## config.mk

```make
export PLATFORM = sky130hd
export DESIGN_NAME = pipe_decoder
export DESIGN_NICKNAME = d
export VERILOG_FILES = /design/src/rtl/pipe_decoder.sv
export SDC_FILE = /design/constraint.sdc
export NUM_CORES = 1
export LEC_CHECK = 0
export BUFFER_PORTS_ARGS = -buffer_cell sky130_fd_sc_hd__buf_2
export CELL_PAD_IN_SITES_DETAIL_PLACEMENT = 2
export CELL_PAD_IN_SITES_GLOBAL_PLACEMENT = 2
export CORE_MARGIN = 4
export CORE_UTILIZATION = 34
export DETAILED_ROUTE_END_ITERATION = 6
export PLACE_DENSITY_LB_ADDON = 0.1
export SYNTH_ARGS = -nofsm -noshare
export SYNTH_HDL_FRONTEND = slang
export SYNTH_SLANG_ARGS = --single-unit
export TNS_END_PERCENT = 20
```

## constraint.sdc

```tcl
create_clock -name clk -period 4.4 [get_ports clk]
set_clock_uncertainty 0.05 [all_clocks]
set_input_delay 0.22 -clock clk [delete_from_list [all_inputs] [get_ports clk]]
set_output_delay 0.22 -clock clk [all_outputs]
set_load 0.01 [all_outputs]
```

## src/rtl/pipe_decoder.sv

```systemverilog
// pipe_decoder: RV32I decode stage with registered outputs and valid/ready
// handshake. SKID=1 adds a second entry so in_ready is a pure flop output
// and never depends combinationally on out_ready.
module pipe_decoder #(
  parameter int XLEN     = 32,
  parameter int ALUCTL_W = 4,
  parameter int SKID     = 1
) (
  input  logic                clk,
  input  logic                rst_n,
  input  logic                in_valid,
  output logic                in_ready,
  input  logic [31:0]         instr,
  input  logic [XLEN-1:0]     in_pc,
  input  logic                flush,
  output logic                out_valid,
  input  logic                out_ready,
  output logic [XLEN-1:0]     out_pc,
  output logic [4:0]          rs1,
  output logic [4:0]          rs2,
  output logic [4:0]          rd,
  output logic [XLEN-1:0]     imm,
  output logic [2:0]          imm_sel,
  output logic [ALUCTL_W-1:0] alucontrol,
  output logic [1:0]          result_src,
  output logic                reg_write,
  output logic                mem_write,
  output logic                is_branch_instr,
  output logic                is_jump,
  output logic                alu_src_imm,
  output logic                illegal
);

  typedef struct packed {
    logic [XLEN-1:0]     pc;
    logic [4:0]          rs1;
    logic [4:0]          rs2;
    logic [4:0]          rd;
    logic [XLEN-1:0]     imm;
    logic [2:0]          imm_sel;
    logic [ALUCTL_W-1:0] alucontrol;
    logic [1:0]          result_src;
    logic                reg_write;
    logic                mem_write;
    logic                is_branch_instr;
    logic                is_jump;
    logic                alu_src_imm;
    logic                illegal;
  } bundle_t;

  localparam logic [6:0] OPC_OP     = 7'b0110011;
  localparam logic [6:0] OPC_OPIMM  = 7'b0010011;
  localparam logic [6:0] OPC_LOAD   = 7'b0000011;
  localparam logic [6:0] OPC_STORE  = 7'b0100011;
  localparam logic [6:0] OPC_BRANCH = 7'b1100011;
  localparam logic [6:0] OPC_JAL    = 7'b1101111;
  localparam logic [6:0] OPC_JALR   = 7'b1100111;
  localparam logic [6:0] OPC_LUI    = 7'b0110111;
  localparam logic [6:0] OPC_AUIPC  = 7'b0010111;

  localparam logic [2:0] SEL_I = 3'd0, SEL_S = 3'd1, SEL_B = 3'd2,
                         SEL_U = 3'd3, SEL_J = 3'd4, SEL_NONE = 3'd7;

  // OP / OP-IMM operation code; sub_ok gates SUB to register-register ops
  function automatic logic [3:0] alu_fn(input logic [2:0] f3, input logic alt,
                                        input logic sub_ok);
    case (f3)
      3'b000:  alu_fn = (alt && sub_ok) ? 4'd1 : 4'd0;
      3'b001:  alu_fn = 4'd5;
      3'b010:  alu_fn = 4'd9;
      3'b011:  alu_fn = 4'd8;
      3'b100:  alu_fn = 4'd4;
      3'b101:  alu_fn = alt ? 4'd7 : 4'd6;
      3'b110:  alu_fn = 4'd3;
      default: alu_fn = 4'd2;
    endcase
  endfunction

  // Branch comparison code; 010/011 are rejected as illegal before use
  function automatic logic [3:0] br_fn(input logic [2:0] f3);
    case (f3)
      3'b001:  br_fn = 4'd1;
      3'b100:  br_fn = 4'd2;
      3'b101:  br_fn = 4'd3;
      3'b110:  br_fn = 4'd4;
      3'b111:  br_fn = 4'd5;
      default: br_fn = 4'd0;
    endcase
  endfunction

  logic [6:0] opc;
  logic [2:0] f3;
  logic [6:0] f7;
  bundle_t    dec;
  bundle_t    out_q;
  logic       out_v;

  assign opc = instr[6:0];
  assign f3  = instr[14:12];
  assign f7  = instr[31:25];

  // Combinational decode of the incoming word into a bundle
  always_comb begin
    dec         = '0;
    dec.pc      = in_pc;
    dec.rs1     = instr[19:15];
    dec.rs2     = instr[24:20];
    dec.rd      = instr[11:7];
    dec.imm_sel = SEL_NONE;
    dec.illegal = 1'b1;
    case (opc)
      OPC_OP: if (f7 == 7'b0000000 || f7 == 7'b0100000) begin
        dec.illegal    = 1'b0;
        dec.reg_write  = 1'b1;
        dec.alucontrol = ALUCTL_W'(alu_fn(f3, instr[30], 1'b1));
      end
      OPC_OPIMM: begin
        dec.illegal     = 1'b0;
        dec.reg_write   = 1'b1;
        dec.alu_src_imm = 1'b1;
        dec.imm_sel     = SEL_I;
        dec.alucontrol  = ALUCTL_W'(alu_fn(f3, instr[30], 1'b0));
      end
      OPC_LOAD: begin
        dec.illegal     = 1'b0;
        dec.reg_write   = 1'b1;
        dec.alu_src_imm = 1'b1;
        dec.imm_sel     = SEL_I;
        dec.result_src  = 2'b01;
      end
      OPC_STORE: begin
        dec.illegal     = 1'b0;
        dec.mem_write   = 1'b1;
        dec.alu_src_imm = 1'b1;
        dec.imm_sel     = SEL_S;
      end
      OPC_BRANCH: if (f3 != 3'b010 && f3 != 3'b011) begin
        dec.illegal         = 1'b0;
        dec.is_branch_instr = 1'b1;
        dec.imm_sel         = SEL_B;
        dec.alucontrol      = ALUCTL_W'(br_fn(f3));
      end
      OPC_JAL, OPC_JALR: begin
        dec.illegal     = 1'b0;
        dec.reg_write   = 1'b1;
        dec.is_jump     = 1'b1;
        dec.alu_src_imm = 1'b1;
        dec.result_src  = 2'b10;
        dec.imm_sel     = (opc == OPC_JAL) ? SEL_J : SEL_I;
      end
      OPC_LUI, OPC_AUIPC: begin
        dec.illegal     = 1'b0;
        dec.reg_write   = 1'b1;
        dec.alu_src_imm = 1'b1;
        dec.imm_sel     = SEL_U;
      end
      default: ;
    endcase
    case (dec.imm_sel)
      SEL_I:   dec.imm = XLEN'({{20{instr[31]}}, instr[31:20]});
      SEL_S:   dec.imm = XLEN'({{20{instr[31]}}, instr[31:25], instr[11:7]});
      SEL_B:   dec.imm = XLEN'({{19{instr[31]}}, instr[31], instr[7],
                                instr[30:25], instr[11:8], 1'b0});
      SEL_U:   dec.imm = XLEN'({instr[31:12], 12'b0});
      SEL_J:   dec.imm = XLEN'({{11{instr[31]}}, instr[31], instr[19:12],
                                instr[20], instr[30:21], 1'b0});
      default: dec.imm = '0;
    endcase
  end

  generate
    if (SKID != 0) begin : g_skid
      bundle_t skid_q;
      logic    skid_v;

      assign in_ready = !skid_v;

      // Output slot plus one overflow entry; a stalled output parks the new
      // beat in the skid entry, which drains first once out_ready returns
      always_ff @(posedge clk) begin
        if (!rst_n) begin
          out_v  <= 1'b0;
          out_q  <= '0;
          skid_v <= 1'b0;
          skid_q <= '0;
        end else if (flush) begin
          out_v  <= 1'b0;
          skid_v <= 1'b0;
        end else if (!out_v || out_ready) begin
          if (skid_v) begin
            out_q  <= skid_q;
            out_v  <= 1'b1;
            skid_v <= 1'b0;
          end else begin
            out_v <= in_valid;
            if (in_valid) out_q <= dec;
          end
        end else if (in_valid && !skid_v) begin
          skid_q <= dec;
          skid_v <= 1'b1;
        end
      end
    end else begin : g_reg
      assign in_ready = !out_v || out_ready;

      // Single output register; accepts whenever the slot is free or draining
      always_ff @(posedge clk) begin
        if (!rst_n) begin
          out_v <= 1'b0;
          out_q <= '0;
        end else if (flush) begin
          out_v <= 1'b0;
        end else if (in_valid && in_ready) begin
          out_q <= dec;
          out_v <= 1'b1;
        end else if (out_ready) begin
          out_v <= 1'b0;
        end
      end
    end
  endgenerate

  assign out_valid       = out_v;
  assign out_pc          = out_q.pc;
  assign rs1             = out_q.rs1;
  assign rs2             = out_q.rs2;
  assign rd              = out_q.rd;
  assign imm             = out_q.imm;
  assign imm_sel         = out_q.imm_sel;
  assign alucontrol      = out_q.alucontrol;
  assign result_src      = out_q.result_src;
  assign reg_write       = out_q.reg_write;
  assign mem_write       = out_q.mem_write;
  assign is_branch_instr = out_q.is_branch_instr;
  assign is_jump         = out_q.is_jump;
  assign alu_src_imm     = out_q.alu_src_imm;
  assign illegal         = out_q.illegal;

endmodule

```

==> Yosys cells after proc, flatten, opt, wreduce, memory -nomap -nowiden <==
Index checks and enable logic that the tools add are counted.
{ "classes": {"eq_ne": 23, "n_reduce_logical": 19, "bitwise": 3, "mux": 25} }
{ "ops": {"columns": ["operator", "n"], "rows": [
  ["94-bit two-way mux", 2],
  ["32-bit case mux with 5 select lines", 1],
  ["4-bit case mux with 7 select lines", 2],
  ["3-bit case mux with 5 select lines", 2],
  ["7-bit by 6-bit equality test with 1-bit output, second input constant", 4],
  ["7-bit equality test, second input constant", 3],
  ["3-bit equality test, second input constant", 5],
  ["7-bit by 5-bit equality test with 1-bit output, second input constant", 2],
  ["3-bit by 2-bit equality test with 1-bit output, second input constant", 4],
  ["4-bit case mux with 3 select lines", 1],
  ["1-bit two-way mux", 11],
  ["2-bit OR reduction", 4],
  ["7-bit by 2-bit equality test with 1-bit output, second input constant", 1],
  ["7-bit logical NOT", 1],
  ["7-bit two-way mux", 1],
  ["7-bit OR reduction", 1],
  ["3-bit by 1-bit equality test with 1-bit output, second input constant", 2],
  ["3-bit logical NOT", 2],
  ["3-bit by 2-bit inequality test with 1-bit output, second input constant", 2],
  ["3-bit AND reduction", 2],
  ["6-bit OR reduction", 1],
  ["4-bit two-way mux", 1],
  ["2-bit case mux with 2 select lines", 1],
  ["3-bit two-way mux", 1],
  ["8 further kinds", 13]
]} }
{ "totals": {"output_inout_bits": 96, "elab_cells": 100, "reg_bits": 190, "input_bits": 69} }

==> Depth between registers and ports, before layout <==
{ "depth": {"depth_word": 8, "mapped_depth": 9, "depth_no_buf": 6} }

==> Worst setup path before layout <==
OpenSTA, ideal clock, no wires.
{ "synth_path": {"kind": "input -> register", "start": "input port instr[5]", "end": "register out_q (netlist bit imm[23])", "n_path_buf": 2, "stages": 8, "t_required_ns": 4.263, "arrival_ns": 1.847, "setup_ns": 0.087, "setup_slack_ns": 2.416, "path_cell_list": "buf_6 -> or2_1 -> a211o_1 -> a211o_1 -> nor2_2 -> a21oi_1 -> buf_6 -> a221oi_2"} }
{ "synth_via": {"elab_chain_len": 7, "elab_cells_between_ends": 21, "cone_classes": "12 x eq/ne; 5 x mux; 4 x reduce/logical"} }
{ "synth_lines": {"columns": ["item", "line", "rtl"], "rows": [
  ["start: declaration", "13", "input logic [31:0] instr,"],
  ["7-bit by 6-bit equality test with 1-bit output, or another cell as far along", "111", "case (opc)"],
  ["2-bit OR reduction / 3-bit two-way mux (equally long branches)", null, null],
  ["3-bit case mux with 5 select lines (*)", "111", null],
  ["3-bit equality test, or another cell as far along", "159", "case (dec.imm_sel)"],
  ["32-bit case mux with 5 select lines (*)", "159", null],
  ["94-bit two-way mux (*)", "196", "if (in_valid) out_q <= dec;"],
  ["94-bit two-way mux (*)", "190", "if (skid_v) begin"],
  ["end signal: assignment", "191", "out_q <= skid_q;"],
  ["end: declaration", "95", "bundle_t out_q;"]
]} }
Every way passes the cells marked *; elsewhere a longest branch is shown, timed or not. The select of a mux whose other input is x is not followed.
A chain may end at the register's enable or synchronous reset.

==> Worst setup path after layout <==
{ "layout_path": {"start": "register g_skid.skid_v", "end": "register out_q (netlist bit out_pc[4])"} }
{ "layout_via": {"elab_chain_len": 2, "elab_cells_between_ends": 3, "cone_classes": "1 x mux; 2 x reduce/logical"} }
{ "layout_lines": {"columns": ["item", "line", "rtl"], "rows": [
  ["start: declaration", "174", "logic skid_v;"],
  ["start signal: assignment", "184", "skid_v <= 1'b0;"],
  ["start signal: assignment", "188", "skid_v <= 1'b0;"],
  ["start signal: assignment", "193", "skid_v <= 1'b0;"],
  ["2-bit nonzero test (no source line)", null, null],
  ["3-bit AND reduction (no source line)", null, null]
]} }
Parallel ways exist; a longest one is shown, timed or not.

==> metrics.md <==
| Metric | Value |
|---|---|
| Setup Buffers After CTS | `0` |
| Worst slack, placed | `1.18 ns` |
| DRC errors left | `0` |
| Initial antenna violation count | `0` |
| Tmin final | `approximately 3.3 ns` |
| Setup tns final | `0 ns` |
| Cell row count | `between 50 and 60` |
| Critical R2R Capture | `out_pc[4]` |
| Hold worst-path end | `g_skid.skid_q[21]` |
| Startpoint types | `flop` |
| Tightest Pin Transition | `1.13 ns` |
| Top cells by area, synth | `dfxtp_1, nand2_1, mux2i_1` |
| Launching point of the worst reg2reg path | `g_skid.skid_v` |
| Vias in the first global route | `8236` |
| Gr ovfl total | `0` |
| Die height | `between 150 and 200 um` |
| Min-delay src | `instr[26]` |
| Drt wl/cell | `20.0 um` |
| Clk pwr share | `0.413` |
| Die area | `25800 sq um` |
| Layout cell share with drive strength beyond 1 | `0.201` |
| Worst R2R Setup Slack | `between 1 and 1.5 ns` |
| Mapped Area | `7920 sq um` |
| Setup violators final | `0` |
| Syn Area/Cell | `8.30 sq um` |
| P_int | `around 2.7 mW` |
| Crit Path Category | `flop to flop` |
| Syn_nets | `1023` |
| Clk Latency, worst-skew pair | `0.44 ns` |
| I/O Pins | `approximately 170` |
| Pin count of the biggest net entering global routing | `92` |
| Final instance area | `9840 sq um` |
| Via density per instance | `between 5 and 6` |
| Count leader, synth | `dfxtp_1` |
| CTS Sinks | `188` |
| Nets@finish | `1168` |
| Area Growth Syn to Fin | `24.2%` |
| Rel. slew slack | `0.245` |
| H-Tree Depth | `4` |
| Final worst-path cycle share | `0.743` |
| PostCTS Resize Cnt | `0` |
| Unrepaired setup endpoints after global routing | `false` |
| Worst setup EP type | `flop` |
| R2R depth | `6` |
| Die width | `161 um` |
| Area share of the leading cell type in the synthesized netlist | `0.475` |
| Total power | `3.71 mW` |
| First-pass GRT wire length | `46200 um` |
| EDFF count, synth | `0` |
| Drt total wl | `28500 um` |
| CP arrival | `around 3.6 ns` |
| Initial drt markers | `between 400 and 500` |
| VDD IR max | `roughly 220 uV` |
| Post-DP Area | `8920 sq um` |
| GRT Util Overall | `0.220` |
| Core area | `22800 sq um` |
| Worst min-delay path category | `primary input to flop` |
| Synth Warn # | `0` |
| GP Congestion | `0.810` |
| Post-synth ARST share | `0` |
| CTS clk-pin slew, worst paths | `0.08 ns` |
| Synth area leader | `dfxtp_1` |
| IO buf count | `around 160` |
| Ant diodes | `0` |
| Dominant synthesized flop cell | `dfxtp_1` |
| Routed Antenna Nets | `0` |
| Post-synth top cells | `dfxtp_1, nand2_1, a21oi_1` |
| Hold path depth | `2` |
| Setup slack after layout | `1.13 ns` |
| Initial Util | `0.348` |
| Flops & latches, synth | `about 190` |
| Power density cells | `377 nW/um^2` |
| Bufs on Longest Clock Path | `2` |
| Leakage | `3.66 nW` |
| Comb pwr share | `0.104` |
| Pre-antenna DRT Iters | `4` |
| Status | `finished clean` |
| Max FO, Critical Path | `87` |
| Via count | `7707` |
| Post-synthesis sequential area ratio | `0.475` |
| Post-synthesis cell count | `~950` |
| Fmax | `306 MHz` |
| CTS Buf Count | `17` |
| Detail Placement HPWL | `18100 um` |
| CTS tree | `done` |
| Clock root buffer | `clkbuf_16` |
| Req. time, crit path | `4.68 ns` |
| Sw frac | `0.282` |
| Switching power | `1.05 mW` |
| Final hold violation count | `0` |
| Cell variety after synth | `51` |
| Sequential power share | `0.483` |
| Final-report max-slew violation count | `0` |
| Layout Utilization | `0.432` |
| Max_cap viols | `0` |
## layer usage
metal | global-route usage | share of wire
met1 | 0.288 | 0.45
met4 | 0.0528 | 0.013
met5 | 0 | 0
met2 | 0.379 | 0.49
met3 | 0.0395 | 0.041
## registers in the layout, summed over array words and instances, names as in the netlist
signal,flops
reg_write,1
out_valid,1
mem_write,1
imm,32
g_skid.skid_q,93
is_branch_instr,1
rs1,5
out_pc,32
result_src,2
alucontrol,4
alu_src_imm,1
imm_sel,3
illegal,1
rs2,5
rd,5
g_skid.skid_v,1
## cell usage in the layout (no fill, tap or decap), drive strengths merged, types with 3 or more instances in the layout
cell / instances
a211o: 3
a211oi: 62
a21oi: 101
a221oi: 11
a22oi: 4
a311oi: 3
a31oi: 15
a32o: 7
and3: 5
buf: 175
clkbuf: 18
clkinv: 4
dfxtp: 188
dlygate4sd3: 35
inv: 15
mux2i: 56
nand2: 171
nand2b: 8
nand3: 33
nor2: 89
nor3: 14
nor4: 8
o211ai: 3
o21ai: 56
or3: 5
## timing repair
action,4_1_cts,5_1_grt
hold endpoints to repair,35,0
hold buffers,35,0
setup endpoints to repair,0,0
## metrics by stage
stage                     hold slack (ns)  cells
after detailed placement            0.402   1358
after global placement              0.391   1358
after floorplan                     0.282    954
final                              0.0169   1425
after CTS                         0.00554   1425
after global routing              0.00967   1425
## power by group through the flow
stage	combinational (mW)	sequential (mW)	clock (mW)
3_5_place_dp	0.364	1.83	0
5_1_grt	0.429	1.80	1.64
3_3_place_gp	0.355	1.83	0
2_1_floorplan	0.177	1.85	0
6_report	0.387	1.79	1.53
4_1_cts	0.391	1.79	1.56
## critical path: stages (launching register included)
cell      delay, ns
dfxtp_4        0.77
nor2_1         0.20
nor3_2         0.19
buf_4          0.74
buf_4          0.69
nor2_1         0.15
a211oi_1       0.33
## how the worst max path moves through the flow
stage	depth (start not counted)	start	slack, ns	endpoint
global placement	6	g_skid.skid_v	1.40	out_pc[0]
global route	6	g_skid.skid_v	0.81	out_pc[4]
CTS	6	g_skid.skid_v	1.11	out_pc[14]
floorplan	8	instr[5]	2.42	imm[23]
finish	6	g_skid.skid_v	1.13	out_pc[4]
detailed placement	6	g_skid.skid_v	1.18	out_pc[28]
## cell families (layout without fill, tap and decap cells)
logic type,count (synthesis),count (layout),share of synthesized area
simple gates,347,347,0.187
flops,188,188,0.475
buf+inv,89,247,0.0452
compound gates,274,274,0.222
mux,56,56,0.0708
## layout make-up
cell class / count / area [sq um]
tap: 313 / 392
fill: 2613 / 12900
timing repair buffer: 210 / 1270
multi-input combinational: 677 / 3820
clock buffer: 18 / 429
clock inverter: 14 / 141
sequential: 188 / 3770
inverter: 5 / 21.3
No activity file was read; power rests on OpenSTA's default activity.
